File: src/rtl/div_share_pkg.sv
// Shared types and constants for the shared-divider controller.
// Holds the FSM encoding, fixed result codes and a width helper.
package div_share_pkg;

    typedef enum logic [2:0] {
        S_IDLE,
        S_LOAD_A,
        S_LOAD_B,
        S_WAIT,
        S_RESP
    } state_e;

    // Sliced down to W bits at the point of use.
    localparam logic [63:0] DIV0_QUOT    = '1;
    localparam logic [63:0] TIMEOUT_QUOT = '0;

    function automatic int clog2(input int v);
        int r;
        r = 0;
        for (int i = 0; i < 31; i++) begin
            if ((1 << i) < v) r = i + 1;
        end
        return r;
    endfunction

endpackage

File: src/rtl/rr_arbiter.sv
// Combinational round-robin picker: first set request at or above
// the pointer, wrapping around to bit 0.
module rr_arbiter #(
    parameter int NREQ = 4,
    parameter int PW   = 2
) (
    input  logic [NREQ-1:0] req_i,
    input  logic [PW-1:0]   ptr_i,
    output logic [NREQ-1:0] gnt_o,
    output logic [PW-1:0]   idx_o,
    output logic            any_o
);

    int   j;
    logic found;

    always_comb begin
        gnt_o = '0;
        idx_o = '0;
        found = 1'b0;
        j     = 0;
        for (int k = 0; k < NREQ; k++) begin
            j = int'(ptr_i) + k;
            if (j >= NREQ) j = j - NREQ;
            if (!found && req_i[j]) begin
                found    = 1'b1;
                gnt_o[j] = 1'b1;
                idx_o    = PW'(j);
            end
        end
        any_o = found;
    end

endmodule

File: src/rtl/div_share_ctrl.sv
// Shares one restoring divider among NREQ requesters, round-robin,
// with divide-by-zero and hung-divider guards. All outputs registered.
module div_share_ctrl
    import div_share_pkg::*;
#(
    parameter int NREQ    = 4,
    parameter int W       = 8,
    parameter int TIMEOUT = 64
) (
    input  logic              clk,
    input  logic              rst,
    input  logic [NREQ-1:0]   req,
    input  logic [NREQ*W-1:0] req_dividend,
    input  logic [NREQ*W-1:0] req_divisor,
    output logic [NREQ-1:0]   resp_valid,
    output logic [W-1:0]      resp_quotient,
    output logic              resp_err,
    output logic              busy,
    output logic              div_start,
    output logic [W-1:0]      div_data_in,
    input  logic              div_done,
    input  logic [W-1:0]      div_q
);

    localparam int PW = (clog2(NREQ) < 1) ? 1 : clog2(NREQ);
    localparam int CW = (clog2(TIMEOUT) < 1) ? 1 : clog2(TIMEOUT);

    state_e          state_q, state_d;
    logic [PW-1:0]   ptr_q, ptr_d;
    logic [PW-1:0]   idx_q, idx_d;
    logic [W-1:0]    b_q, b_d;
    logic [CW-1:0]   cnt_q, cnt_d;
    logic [NREQ-1:0] rv_q, rv_d;
    logic [W-1:0]    quot_q, quot_d;
    logic            err_q, err_d;
    logic            busy_q, busy_d;
    logic            start_q, start_d;
    logic [W-1:0]    data_q, data_d;

    logic [NREQ-1:0] gnt;
    logic [PW-1:0]   gidx;
    logic            any_req;
    logic [W-1:0]    op_a, op_b;
    logic [NREQ-1:0] own_oh;

    rr_arbiter #(
        .NREQ (NREQ),
        .PW   (PW)
    ) u_arb (
        .req_i (req),
        .ptr_i (ptr_q),
        .gnt_o (gnt),
        .idx_o (gidx),
        .any_o (any_req)
    );

    assign op_a   = req_dividend[int'(gidx)*W +: W];
    assign op_b   = req_divisor[int'(gidx)*W +: W];
    assign own_oh = {{(NREQ-1){1'b0}}, 1'b1} << idx_q;

    always_comb begin
        state_d = state_q;
        ptr_d   = ptr_q;
        idx_d   = idx_q;
        b_d     = b_q;
        cnt_d   = cnt_q;
        rv_d    = '0;
        quot_d  = quot_q;
        err_d   = err_q;
        start_d = 1'b0;
        data_d  = data_q;
        unique case (state_q)
            S_IDLE: begin
                if (any_req) begin
                    idx_d = gidx;
                    b_d   = op_b;
                    if (int'(gidx) == NREQ - 1) ptr_d = '0;
                    else                        ptr_d = gidx + PW'(1);
                    if (op_b == '0) begin
                        state_d = S_RESP;
                        rv_d    = gnt;
                        quot_d  = DIV0_QUOT[W-1:0];
                        err_d   = 1'b1;
                    end else begin
                        state_d = S_LOAD_A;
                        start_d = 1'b1;
                        data_d  = op_a;
                    end
                end
            end
            S_LOAD_A: begin
                state_d = S_LOAD_B;
                data_d  = b_q;
            end
            S_LOAD_B: begin
                state_d = S_WAIT;
                cnt_d   = '0;
            end
            S_WAIT: begin
                // done has priority over the timeout on the same cycle
                if (div_done) begin
                    state_d = S_RESP;
                    rv_d    = own_oh;
                    quot_d  = div_q;
                    err_d   = 1'b0;
                end else if (cnt_q == CW'(TIMEOUT - 1)) begin
                    state_d = S_RESP;
                    rv_d    = own_oh;
                    quot_d  = TIMEOUT_QUOT[W-1:0];
                    err_d   = 1'b1;
                end else begin
                    cnt_d = cnt_q + CW'(1);
                end
            end
            S_RESP: begin
                state_d = S_IDLE;
            end
            default: begin
                state_d = S_IDLE;
            end
        endcase
        busy_d = (state_d != S_IDLE);
    end

    always_ff @(posedge clk or posedge rst) begin
        if (rst) begin
            state_q <= S_IDLE;
            ptr_q   <= '0;
            idx_q   <= '0;
            b_q     <= '0;
            cnt_q   <= '0;
            rv_q    <= '0;
            quot_q  <= '0;
            err_q   <= 1'b0;
            busy_q  <= 1'b0;
            start_q <= 1'b0;
            data_q  <= '0;
        end else begin
            state_q <= state_d;
            ptr_q   <= ptr_d;
            idx_q   <= idx_d;
            b_q     <= b_d;
            cnt_q   <= cnt_d;
            rv_q    <= rv_d;
            quot_q  <= quot_d;
            err_q   <= err_d;
            busy_q  <= busy_d;
            start_q <= start_d;
            data_q  <= data_d;
        end
    end

    assign resp_valid    = rv_q;
    assign resp_quotient = quot_q;
    assign resp_err      = err_q;
    assign busy          = busy_q;
    assign div_start     = start_q;
    assign div_data_in   = data_q;

endmodule

File: config.mk
export PLATFORM = sky130hd
export DESIGN_NAME = div_share_ctrl
export DESIGN_NICKNAME = d
export VERILOG_FILES = /design/src/rtl/div_share_pkg.sv /design/src/rtl/rr_arbiter.sv /design/src/rtl/div_share_ctrl.sv
export SDC_FILE = /design/constraint.sdc
export NUM_CORES = 1
export LEC_CHECK = 0
export CAP_MARGIN = 20
export CORE_MARGIN = 4
export CORE_UTILIZATION = 48
export CTS_BUF_LIST = sky130_fd_sc_hd__clkbuf_4 sky130_fd_sc_hd__clkbuf_8 sky130_fd_sc_hd__clkbuf_16
export DETAILED_ROUTE_END_ITERATION = 16
export PLACE_DENSITY = 0.81
export SLEW_MARGIN = 20
export SYNTH_ARGS = -nofsm -noshare
export SYNTH_HDL_FRONTEND = slang
export SYNTH_SLANG_ARGS = --single-unit
File: constraint.sdc
create_clock -name clk -period 4.9 [get_ports clk]
set_input_delay 0.735 -clock clk [delete_from_list [all_inputs] [get_ports clk]]
set_output_delay 0.735 -clock clk [all_outputs]
set_load 0.05 [all_outputs]
==> impl_metrics.tcl <==
set metrics [dict create \
    status "finished clean" \
    synth_area_um2 3420 \
    powerDensity_nw_per_um2 688 \
    die_area_um2 8540 \
    seqCellArea_um2 1100 \
    clock-sinks 44 \
    routed_via_density 5.87 \
    drive_gt1_share_pct 11.4 \
    ys_seq_area_share_pct 32.2 \
    grt_usage_pct 21.7 \
    drv_slew 0 \
    drt_iter0_drc 173 \
    design.portCount 102 \
    ys_warn_count 0 \
    syn2layout_area_growth_pct 33.8 \
    die_x_um 92.4 \
    maxCapViolCount 0 \
    syn_nets 458 \
    core_region_area_um2 6870 \
    start_util_pct 49.8 \
    first_pass_iters 5 \
    worstMarginPinSlew_ns 1.12 \
    post-cts-setup-buffer-count 0 \
    tns_ns 0 \
    nets 546 \
    antenna_found_initial 0 \
    timing.fmax_mhz 236 \
    cts_made_buffers 5 \
    cp_cell_sequence "inv_1 > ha_1 > mux4_2 > nor2b_4 > nor2_4 > a21oi_4 > buf_4 > mux2_2 > a22o_1 > buf_4 > a21oi_2 > o311a_1" \
    antenna-diode-count 0 \
    crit_slowest_cell "mux4_2" \
    htree_levels 2 \
    cts_tree "built" \
    slew_headroom_pct 25.1 \
    cp.arrival_ns 4.47 \
    synth_cells 374 \
    min_period_ns 4.23 \
    setup.worst_path.end_class "flip-flop" \
    syn_area_per_cell_um2 9.15 \
    synth_flop_cell "dfrtp_1" \
    cpPeakStageDelay_ns 0.68 \
    crit_type "reg2reg" \
    cp_max_fo 11 \
    synth_edf_count 0 \
    core.rowCount 30 \
    place_congestion 0.924 \
    min_path_type "reg2reg" \
    hold_violations 0 \
    critPathRequiredTime_ns 5.13 \
    grt_pass1_wl_mm 15.3 \
    fillers 546 \
    first_global_vias 3177 \
    final_cell_mix "clkdlybuf4s50_1 (101), dfrtp_1 (44), nand2_1 (38), nor2_1 (31), o21ai_0 (28)" \
    multi_input_comb_area_um2 2150 \
    critPathLaunchType "flip-flop" \
    path_clk_slew_ns 0.08 \
    cts_hold_buf 0 \
    clk-insertion-delay-late_ns 0.30 \
    final_core_util_pct 66.6 \
    wl_mm 9.15 \
    dp_hpwl_mm 7.06 \
    leakage_uw 0.00181 \
    setup_viol 0 \
    clockBufferDepth 2 \
    vias 3282 \
    grt_remaining_overflow 0 \
    cts_resized 0 \
    drc 0 \
    routedWlPerCell_um 16.4 \
    synth.distinct_cells 69 \
    die_y_um 92.4 \
    postRouteAntennaNets 0 \
    skew_ns 0.00900 \
    portBuffers 101 \
    rsz0062_at_grt "false" \
    mostFrequentLayoutCell "clkdlybuf4s50_1" \
    async_flop_share_pct 100 \
    crit_top_cell "buf_4" \
    cts_root_buffer "clkbuf_8" \
    post-route-period-util_pct 86.4 \
    synth-seq-cells 44 \
    grt_max_degree 45 \
    ir_drop_mv 0.351 \
]
[layer usage]
layer	global-route usage, %	part of all wire (%)	wire length [um]
met1	28.2	42	3840
met2	37.5	49	4460
met3	4.31	8.4	770
met4	4.21	0.93	85
met5	0	0	0
[state kept, by name, summed over array words and instances, names as in the netlist]
register and cells:
b_q 8, div_data_in 8, resp_quotient 8, cnt_q 6
resp_valid 4, state_q 3, idx_q 2, ptr_q 2
busy 1, div_start 1, resp_err 1
[cell families after synthesis]
logic type	after synthesis	share of synthesized area, %
AOI/OAI and AO/OA	121	27.7
xor gates and xnor gates	4	1.02
adders and majority gates	5	1.83
buffers and inverters	33	5.01
DFF	44	32.2
muxes	34	11.6
and+or+nand+nor	133	20.7
[Yosys cell counts, types with 5 or more instances]
cell type / number / area share [%]
a2bb2oi_2: 8 / 3.5
a21oi_1: 13 / 1.9
a22oi_1: 15 / 3.3
o21ai_0: 28 / 4.1
o211ai_1: 5 / 1.1
o311a_1: 8 / 2.3
nor3_1: 5 / 0.73
buf_6: 5 / 1.6
a211o_1: 8 / 2.0
buf_2: 8 / 1.2
dfrtp_1: 44 / 32
ha_1: 5 / 1.8
nand3_1: 12 / 1.8
nand2b_1: 10 / 1.8
mux2_2: 10 / 3.3
mux2i_1: 19 / 5.6
inv_1: 6 / 0.66
nand2_1: 38 / 4.2
nor2b_1: 6 / 1.1
clkbuf_1: 13 / 1.4
nor2_1: 31 / 3.4
[per-stage QoR]
stage          std cells  cell area [um2]  total power (uW)  setup slack [ns]  hold WS (ns)
2_1_floorplan        374             3420              2350              1.11         0.441
3_3_place_gp         551             4460              2800             0.715         0.455
3_5_place_dp         551             4460              2850             0.625         0.458
4_1_cts              559             4580              3150             0.673         0.476
5_1_grt              559             4580              3370             0.429         0.512
6_report             559             4580              3150             0.666         0.474
[critical path, delay by kind of cell (launching register included)]
family / cells / cell delay [ns]
muxes: 2 / 1.04
AOI/OAI and AO/OA: 4 / 1.00
buffers and inverters: 3 / 0.62
DFF: 1 / 0.55
adders and majority gates: 1 / 0.54
and+or+nand+nor: 2 / 0.41
[final timing paths]
path                                  endpoint  cells past startpoint      from  slack, ns
worst min-delay path                    b_q[3]                      1    b_q[3]       0.47
min in group asynchronous             cnt_q[2]                      3       rst       0.86
worst max-delay path            div_data_in[1]                     12  ptr_q[1]       0.67
worst min register to register          b_q[3]                      1    b_q[3]       0.47
worst max register to register  div_data_in[1]                     12  ptr_q[1]       0.67
max in group asynchronous             ptr_q[1]                      3       rst       3.66
[where the power goes]
group	internal (uW)	total (uW)	switching, uW
Sequential	517	635	118
Clock	167	292	125
Combinational	918	2220	1300
[layout make-up]
class	instances	share of cell area [%]
tap	96	2.62
multi-input combinational	297	47.0
clock inverter	2	0.847
timing repair buffer	108	23.2
sequential	44	24.1
clock buffer	6	1.80
inverter	6	0.492
Power figures use the tool's default switching activity.
